--- src/rtl/cpu_control_if.sv ---
// Control/flag bundle between the microcode sequencer (master) and the datapath (slave).
interface cpu_control_if;
    logic [3:0] OPCODE;
    logic       CF;
    logic       ZF;
    logic       HLT;
    logic       MI;
    logic       RI;
    logic       RO;
    logic       II;
    logic       IO;
    logic       AI;
    logic       AO;
    logic       EO;
    logic       SU;
    logic       FIn;
    logic       BI;
    logic       OI;
    logic       CE;
    logic       CO;
    logic       J;
    logic [2:0] STEP;

    modport master (
        input  OPCODE, CF, ZF,
        output HLT, MI, RI, RO, II, IO, AI, AO, EO, SU, FIn, BI, OI, CE, CO, J, STEP
    );

    modport slave (
        output OPCODE, CF, ZF,
        input  HLT, MI, RI, RO, II, IO, AI, AO, EO, SU, FIn, BI, OI, CE, CO, J, STEP
    );
endinterface

--- src/rtl/cpu_control.sv ---
// Microcode sequencer for the 8-bit CPU: T-state counter, opcode decode, bus control lines.
// Optional CTRL_EARLY_END_EN: each instruction ends after its last non-empty step.
module cpu_control #(
    parameter int unsigned NSTEPS = 5
) (
    input  logic         CLK,
    input  logic         RESETn,
    cpu_control_if.master bus
);

    localparam logic [3:0] OpNop = 4'h0;
    localparam logic [3:0] OpLda = 4'h1;
    localparam logic [3:0] OpAdd = 4'h2;
    localparam logic [3:0] OpSub = 4'h3;
    localparam logic [3:0] OpSta = 4'h4;
    localparam logic [3:0] OpLdi = 4'h5;
    localparam logic [3:0] OpJmp = 4'h6;
    localparam logic [3:0] OpJc  = 4'h7;
    localparam logic [3:0] OpJz  = 4'h8;
    localparam logic [3:0] OpOut = 4'hE;
    localparam logic [3:0] OpHlt = 4'hF;

    localparam logic [2:0] LastStep = 3'(NSTEPS - 1);

    logic [2:0] step_q, step_d;
    logic       halted_q, halted_d;
    logic       instr_done;

    // State register
    always_ff @(posedge CLK) begin
        if (!RESETn) begin
            step_q   <= 3'd0;
            halted_q <= 1'b0;
        end else begin
            step_q   <= step_d;
            halted_q <= halted_d;
        end
    end

`ifdef CTRL_EARLY_END_EN
    logic [2:0] op_last;

    // Last non-empty step per opcode; conditional jumps end at T2 whether taken or not
    always_comb begin
        op_last = 3'd1;
        case (bus.OPCODE)
            OpLda, OpSta:                        op_last = 3'd3;
            OpAdd, OpSub:                        op_last = 3'd4;
            OpLdi, OpJmp, OpJc, OpJz, OpOut,
            OpHlt:                               op_last = 3'd2;
            default:                             op_last = 3'd1;
        endcase
    end

    assign instr_done = (step_q == LastStep) || (step_q == op_last);
`else
    assign instr_done = (step_q == LastStep);
`endif

    // Next-state logic
    always_comb begin
        step_d   = step_q;
        halted_d = halted_q;
        if (!halted_q) begin
            // Halting freezes the counter at T2
            if (step_q == 3'd2 && bus.OPCODE == OpHlt) begin
                halted_d = 1'b1;
            end else begin
                step_d = instr_done ? 3'd0 : step_q + 3'd1;
            end
        end
    end

    // Output decode
    always_comb begin
        bus.HLT  = 1'b0;
        bus.MI   = 1'b0;
        bus.RI   = 1'b0;
        bus.RO   = 1'b0;
        bus.II   = 1'b0;
        bus.IO   = 1'b0;
        bus.AI   = 1'b0;
        bus.AO   = 1'b0;
        bus.EO   = 1'b0;
        bus.SU   = 1'b0;
        bus.FIn  = 1'b1;
        bus.BI   = 1'b0;
        bus.OI   = 1'b0;
        bus.CE   = 1'b0;
        bus.CO   = 1'b0;
        bus.J    = 1'b0;
        bus.STEP = RESETn ? step_q : 3'd0;

        if (RESETn) begin
            if (halted_q) begin
                bus.HLT = 1'b1;
            end else begin
                case (step_q)
                    3'd0: begin
                        bus.CO = 1'b1;
                        bus.MI = 1'b1;
                    end
                    3'd1: begin
                        bus.RO = 1'b1;
                        bus.II = 1'b1;
                        bus.CE = 1'b1;
                    end
                    3'd2: begin
                        case (bus.OPCODE)
                            OpLda, OpAdd, OpSub, OpSta: begin
                                bus.IO = 1'b1;
                                bus.MI = 1'b1;
                            end
                            OpLdi: begin
                                bus.IO = 1'b1;
                                bus.AI = 1'b1;
                            end
                            OpJmp: begin
                                bus.IO = 1'b1;
                                bus.J  = 1'b1;
                            end
                            // Flags are sampled live so a T4 flag update is already visible
                            OpJc: begin
                                bus.IO = 1'b1;
                                bus.J  = bus.CF;
                            end
                            OpJz: begin
                                bus.IO = 1'b1;
                                bus.J  = bus.ZF;
                            end
                            OpOut: begin
                                bus.AO = 1'b1;
                                bus.OI = 1'b1;
                            end
                            OpHlt:   bus.HLT = 1'b1;
                            default: ;
                        endcase
                    end
                    3'd3: begin
                        case (bus.OPCODE)
                            OpLda: begin
                                bus.RO = 1'b1;
                                bus.AI = 1'b1;
                            end
                            OpAdd, OpSub: begin
                                bus.RO = 1'b1;
                                bus.BI = 1'b1;
                            end
                            OpSta: begin
                                bus.AO = 1'b1;
                                bus.RI = 1'b1;
                            end
                            default: ;
                        endcase
                    end
                    3'd4: begin
                        if (bus.OPCODE == OpAdd || bus.OPCODE == OpSub) begin
                            bus.EO  = 1'b1;
                            bus.AI  = 1'b1;
                            bus.FIn = 1'b0;
                            bus.SU  = (bus.OPCODE == OpSub);
                        end
                    end
                    default: ;
                endcase
            end
        end
    end

    // Single bus driver per step
    a_one_driver: assert property (@(posedge CLK)
        $onehot0({bus.RO, bus.IO, bus.AO, bus.EO, bus.CO}));

    logic unused_nop;
    assign unused_nop = (OpNop == 4'h0);

endmodule

--- src/flat_wrapper.sv ---
// flat-port wrapper written by rule: the top's interface ports become plain ports
module cpu_control_flat 
#(
    parameter int unsigned NSTEPS = 5
)
  (CLK, RESETn, bus_OPCODE, bus_CF, bus_ZF, bus_HLT, bus_MI, bus_RI, bus_RO, bus_II, bus_IO, bus_AI, bus_AO, bus_EO, bus_SU, bus_FIn, bus_BI, bus_OI, bus_CE, bus_CO, bus_J, bus_STEP);
  cpu_control_if bus_i ();
  input  logic CLK;
  input  logic RESETn;
  input wire logic [$bits(bus_i.OPCODE)-1:0] bus_OPCODE;
  input wire logic [$bits(bus_i.CF)-1:0] bus_CF;
  input wire logic [$bits(bus_i.ZF)-1:0] bus_ZF;
  output wire logic [$bits(bus_i.HLT)-1:0] bus_HLT;
  output wire logic [$bits(bus_i.MI)-1:0] bus_MI;
  output wire logic [$bits(bus_i.RI)-1:0] bus_RI;
  output wire logic [$bits(bus_i.RO)-1:0] bus_RO;
  output wire logic [$bits(bus_i.II)-1:0] bus_II;
  output wire logic [$bits(bus_i.IO)-1:0] bus_IO;
  output wire logic [$bits(bus_i.AI)-1:0] bus_AI;
  output wire logic [$bits(bus_i.AO)-1:0] bus_AO;
  output wire logic [$bits(bus_i.EO)-1:0] bus_EO;
  output wire logic [$bits(bus_i.SU)-1:0] bus_SU;
  output wire logic [$bits(bus_i.FIn)-1:0] bus_FIn;
  output wire logic [$bits(bus_i.BI)-1:0] bus_BI;
  output wire logic [$bits(bus_i.OI)-1:0] bus_OI;
  output wire logic [$bits(bus_i.CE)-1:0] bus_CE;
  output wire logic [$bits(bus_i.CO)-1:0] bus_CO;
  output wire logic [$bits(bus_i.J)-1:0] bus_J;
  output wire logic [$bits(bus_i.STEP)-1:0] bus_STEP;
  assign bus_i.OPCODE = bus_OPCODE;
  assign bus_i.CF = bus_CF;
  assign bus_i.ZF = bus_ZF;
  assign bus_HLT = bus_i.HLT;
  assign bus_MI = bus_i.MI;
  assign bus_RI = bus_i.RI;
  assign bus_RO = bus_i.RO;
  assign bus_II = bus_i.II;
  assign bus_IO = bus_i.IO;
  assign bus_AI = bus_i.AI;
  assign bus_AO = bus_i.AO;
  assign bus_EO = bus_i.EO;
  assign bus_SU = bus_i.SU;
  assign bus_FIn = bus_i.FIn;
  assign bus_BI = bus_i.BI;
  assign bus_OI = bus_i.OI;
  assign bus_CE = bus_i.CE;
  assign bus_CO = bus_i.CO;
  assign bus_J = bus_i.J;
  assign bus_STEP = bus_i.STEP;
  cpu_control #(.NSTEPS(NSTEPS)) u_core (.CLK(CLK), .RESETn(RESETn), .bus(bus_i));
endmodule
--- config.mk ---
export PLATFORM = sky130hd
export DESIGN_NAME = cpu_control_flat
export DESIGN_NICKNAME = d
export VERILOG_FILES = /design/src/rtl/cpu_control_if.sv /design/src/rtl/cpu_control.sv /design/src/flat_wrapper.sv
export SDC_FILE = /design/constraint.sdc
export NUM_CORES = 1
export LEC_CHECK = 0
export CAP_MARGIN = 20
export CORE_AREA = 3 3 40 42
export CTS_BUF_LIST = sky130_fd_sc_hd__clkbuf_8
export CTS_CLUSTER_DIAMETER = 50
export DETAILED_ROUTE_END_ITERATION = 16
export DIE_AREA = 0 0 43 45
export MAX_ROUTING_LAYER = met4
export PLACE_DENSITY = 0.84
export SLEW_MARGIN = 20
export SYNTH_ARGS = -nofsm -noshare
export SYNTH_HDL_FRONTEND = slang
export SYNTH_SLANG_ARGS = --single-unit
--- constraint.sdc ---
create_clock -name CLK -period 2.3 [get_ports CLK]
set_input_delay 0.46 -clock CLK [delete_from_list [all_inputs] [get_ports CLK]]
set_output_delay 0.46 -clock CLK [all_outputs]
set_load 0.02 [all_outputs]
## After elaboration in Yosys (flattened, before gate mapping)

Index checks and enable logic that the tools add are counted.

- Word-level logic and storage cells: 89
- Bits of input ports: 8
- Register bits: 4

- Bitwise logic cells: 2
- Reductions and logical operators: 8
- $add $sub $neg: 1
- Muxes and demuxes: 62
- Equality and inequality tests: 14

Operators with widths:

| operator | number |
|---|---|
| 1-bit 2-to-1 mux | 55 |
| 4-bit by 3-bit equality test with 1-bit output, second input constant | 4 |
| 4-bit equality test, second input constant | 3 |
| 4-bit by 2-bit equality test with 1-bit output, second input constant | 2 |
| 8-bit OR reduction | 1 |
| 3-bit by 2-bit equality test with 1-bit output, second input constant | 2 |
| 3-bit 2-to-1 mux | 2 |
| 1-bit one-hot mux with 2 select lines | 3 |
| 1-bit one-hot mux with 3 select lines | 2 |
| 4-bit by 1-bit equality test with 1-bit output, second input constant | 1 |
| 4-bit OR reduction | 1 |
| 3-bit by 1-bit adder with 3-bit output, second input constant | 1 |
| 3-bit by 1-bit equality test with 1-bit output, second input constant | 1 |
| 3-bit equality test, second input constant | 1 |
| 3-bit logical NOT | 1 |
| 3-bit OR reduction | 1 |
| 1-bit NOT | 2 |
| 2-bit AND reduction | 1 |
| 2-bit OR reduction | 1 |
| 1-bit logical AND | 1 |
| 1-bit logical OR | 1 |

## Longest topological paths before layout

Gate-level depths: netlist of the first run.

- Word-level depth: 6
- Gate-level depth with buffers: 6

## Worst setup path after synthesis of the first run

OpenSTA, ideal clock, no wires.

- Path kind: input to output
- Start: in bus_OPCODE[3]
- End: out bus_SU
- Setup slack: 240 ps
- Cell stages on the path: 4
- Path buffers: 1
- Arrival: 1600 ps
- Required time: 1840 ps
- Cells stage by stage: buf_6 -> nand2b_1 -> nor4_2 -> and2_1

- Word-level cells in the longest chain between the ends: 6

Ends and longest elaborated chain:

| what | line | RTL |
|---|---|---|
| from (decl) | flat_wrapper.sv:10 | `input wire logic [$bits(bus_i.OPCODE)-1:0] bus_OPCODE;` |
| 4-bit by 2-bit equality test with 1-bit output (on tied branches) | cpu_control.sv:157, cpu_control.sv:161 |  |
| 1-bit logical OR | cpu_control.sv:157 | `if (bus.OPCODE == OpAdd \|\| bus.OPCODE == OpSub) begin` |
| 1-bit 2-to-1 mux (*) | cpu_control.sv:157 |  |
| 1-bit 2-to-1 mux (*) | cpu_control.sv:98 | `case (step_q)` |
| 1-bit 2-to-1 mux (*) | cpu_control.sv:95 | `if (halted_q) begin` |
| 1-bit 2-to-1 mux (*) | cpu_control.sv:94 | `if (RESETn) begin` |
| to (decl) | flat_wrapper.sv:22 | `output wire logic [$bits(bus_i.SU)-1:0] bus_SU;` |

Every way passes the cells marked *; elsewhere a longest branch is shown, timed or not.

## Worst setup path after layout of the first run

- Start: in bus_OPCODE[0]
- End: out bus_RO

- Word-level cells in the longest chain between the ends: 6

Ends and longest elaborated chain:

| what | line | RTL |
|---|---|---|
| 4-bit by 1-bit equality test with 1-bit output / 4-bit by 2-bit equality test with 1-bit output (equally long branches) | cpu_control.sv:140 | `case (bus.OPCODE)` |
| 3-bit OR reduction (no source line) (*) | -- |  |
| 1-bit 2-to-1 mux (*) | cpu_control.sv:140 |  |
| 1-bit one-hot mux with 2 select lines (*) | cpu_control.sv:98 |  |
| 1-bit 2-to-1 mux (*) | cpu_control.sv:95 |  |
| 1-bit 2-to-1 mux (*) | cpu_control.sv:94 |  |
| to (decl) | flat_wrapper.sv:16 | `output wire logic [$bits(bus_i.RO)-1:0] bus_RO;` |

Marked as above.

==> results of run 1 <==
power breakdown:
part / internal [W] / switching, W / total (W)
registers: 0.0000772 / 0.00000437 / 0.0000816
clock network: 0.000112 / 0.0000377 / 0.000149
logic: 0.0000992 / 0.000110 / 0.000209
registers in the layout, indices dropped and copies added, names as in the netlist:
name and flops:
u_core.halted_q 1, u_core.step_q 3
cells by family after synthesis:
kind of cell / Yosys count / synth area share [%]
AND/OR/NAND/NOR: 36 / 38.4
flip-flops: 4 / 14.2
XOR/XNOR: 1 / 1.56
multiplexers: 3 / 6.22
adder cells (fa/ha/maj): 5 / 11.1
buffers and inverters: 15 / 12.9
AO/OA/AOI/OAI: 10 / 15.6
per-layer routing:
| layer | routed length [um] | part of all wire (%) | vias up |
|---|---|---|---|
| li1 | - | - | 347 |
| met1 | 824 | 40 | 345 |
| met2 | 1120 | 54 | 23 |
| met3 | 118 | 5.7 | 4 |
| met4 | 16 | 0.77 | 0 |
| met5 | 0 | 0 | - |
metrics by stage:
step,setup TNS [ns],power (W),instances,cell area [um2],utilization (%)
2_1_floorplan,0,0.000186,74,563,-
3_3_place_gp,-5.33,0.000280,131,968,75.4
3_5_place_dp,-5.87,0.000286,131,968,75.4
4_1_cts,-0.00864,0.000432,134,1030,80.1
5_1_grt,-0.0282,0.000469,134,1030,79.9
6_report,0,0.000440,134,1030,79.9
area by class of cell:
| cell class | instances | area (um2) |
|---|---|---|
| Inverter | 9 | 33.8 |
| Multi-Input combinational cell | 55 | 484 |
| Fill cell | 94 | 258 |
| Tap cell | 15 | 18.8 |
| Clock buffer | 3 | 41.3 |
| Sequential cell | 4 | 80.1 |
| Timing Repair Buffer | 48 | 369 |
worst paths after layout:
check                                start                       endpoint  slack (ns)
min reg2reg  u_core.step_q[1]$_SDFFE_PN0P_  u_core.step_q[1]$_SDFFE_PN0P_        0.65
min          u_core.step_q[1]$_SDFFE_PN0P_  u_core.step_q[1]$_SDFFE_PN0P_        0.65
max reg2reg  u_core.step_q[0]$_SDFFE_PN0P_  u_core.step_q[2]$_SDFFE_PN0P_        0.67
max                          bus_OPCODE[0]                         bus_RO        0.07
critical path, delay by kind of cell:
kind / cells / cell delay (ns)
buffers and inverters: 3 / 0.85
and+or+nand+nor: 3 / 0.45
placed cells by master, fill, tap and decap left out, types with 2 or more instances in the layout:
cell / synthesis / layout
clkbuf_2: 1 / 6
clkdlybuf4s50_1: 0 / 2
clkdlybuf4s15_1: 0 / 2
nor3_1: 6 / 5
dlygate4sd2_1: 0 / 11
nand3_1: 2 / 2
nand2_1: 6 / 5
mux2i_1: 2 / 2
a21oi_1: 2 / 2
nand3b_1: 2 / 2
nor2_1: 3 / 3
dfxtp_1: 4 / 4
nor2b_1: 2 / 2
inv_1: 9 / 9
and2_1: 2 / 2
ha_1: 5 / 4
nor4_2: 1 / 2
clkdlybuf4s15_2: 0 / 2
buf_4: 1 / 22
nand2b_4: 0 / 2
clkbuf_8: 0 / 3
buf_2: 3 / 3
what timing repair did:
action                                  CTS  global route
endpoints found under the setup margin   19            11
resized for setup                        46            19
pin swaps                                 0             1
cloned                                    0             0
==> results.md, run 1 <==
* CTS tree: yes
* Largest net degree at the start of global routing at 9
* Worst-margin pin slew at 0.307 ns
* DP HPWL at 1.45 mm
* Hold Fails Final Rpt at 0
* Critical path launch point type: input port
* Tmin final at 2.23 ns
* Syn_nets at 87
* Status: finished, final reports clean
* Synth cell count leaders: inv_1, nand2_1, nor3_1, ha_1, dfxtp_1
* Largest area contributor in the netlist: dfxtp_1
* Setup Buffers After CTS at 0
* Number of synthesized register bits at 4
* Row count at 13
* Die area at 1940 um2
* RePlAce Congestion at 0.860
* Num ports at 27
* Starting Density at 43.8%
* Antenna violations before repair at 0
* Peak supply drop at 0.000408 V
* Input/output buffers at 26
* Pre-Repair DR Iteration Count at 4
* First-pass GRT wire length at 3.18 mm
* Cells along the critical path: dlygate4sd2_1 -> buf_4 -> nor2_1 -> nor4_2 -> or2_2 -> clkdlybuf4s15_1
* Fmax at 449 MHz
* Post-synth cell types at 35
* Max Slew Vio Count at 0
* Asr flop ratio synth at 0%
* CTS Buf Count at 3
* Core Box Area at 1280 um2
* Worst-path clk slew at 0.03 ns
* Synth Cell Area at 563 um2
* Die Span Y at 45 um
* Slowest cell on crit path: dlygate4sd2_1
* Slew headroom at 79.5%
* GRT met3 Usage at 5.58%
* Synth top area share at 14.2%
* Critical Path Max Stage Delay at 0.38 ns
* NumNets Final at 134
* Critical path capture point type: primary output
* Part of the cycle the worst path needs at 96.8%
* GR Util met2 at 43.7%
* Arr. time, crit path at 1.77 ns
* Clk_lat worst skew at 0.22 ns
* Proportion of layout cells with a drive suffix above 1 at 42.9%
* Worst Path Max Fanout at 7
* Reg2Reg Depth at 7
* Max Cap Viol at 0
* Final WL at 2.08 mm
* Clk root buf: clkbuf_8
* Final setup violating endpoints at 0
* Layout area overhead at 82.4%
* Hold depth at 3
* Synth Instances at 74
* CTS Buffer Depth at 2
* Via density at 5.37
* Hold WS at 0.652 ns
* Post-synth EDFFs at 0
* GR peak layer: met2
* Chip Width at 43 um
* Post-route setup slack at 0.0729 ns
* # H-tree levels at 1
* Via count at 719
* GR Overflow Total at 0
* Crit Path Class: in2out
* Num Clock Sinks at 4
* Drt wl/cell at 15.5 um
* Ys Warns at 0
* Ant. Diodes at 0
* Pwr dens at 429 nW/um2
* Top_reg_cell synth: dfxtp_1
* Worst Path Required at 1.84 ns
* Pre-CTS setup slack at -0.462 ns
* M1 GR Usage at 22.7%
* Most frequent cell after synthesis: inv_1
* ANT nets after route at 0
* Area contributors post-synth: dfxtp_1, ha_1, inv_1
* Vias in the first global route at 725
* Hold Path Class: reg2reg
* Syn Area/Cell at 7.61 um2
* Worst Skew at 0.00218 ns
* First DRT Iteration DRCs at 15
* DRC errors left at 0
* Static Leakage at 0.517 nW
* # hold bufs at CTS at 0
* GRT Resource Usage Total at 22.9%
* Seq/Total Area, Yosys at 14.2%
(Power assumes the default switching activity.)
==> inputs of run 2 (changes only) <==
Settings changed: CTS_CLUSTER_DIAMETER 50 to 30.
==> results of run 2 <==
The final DEF is identical to that of run 1; final timing and power are the same.
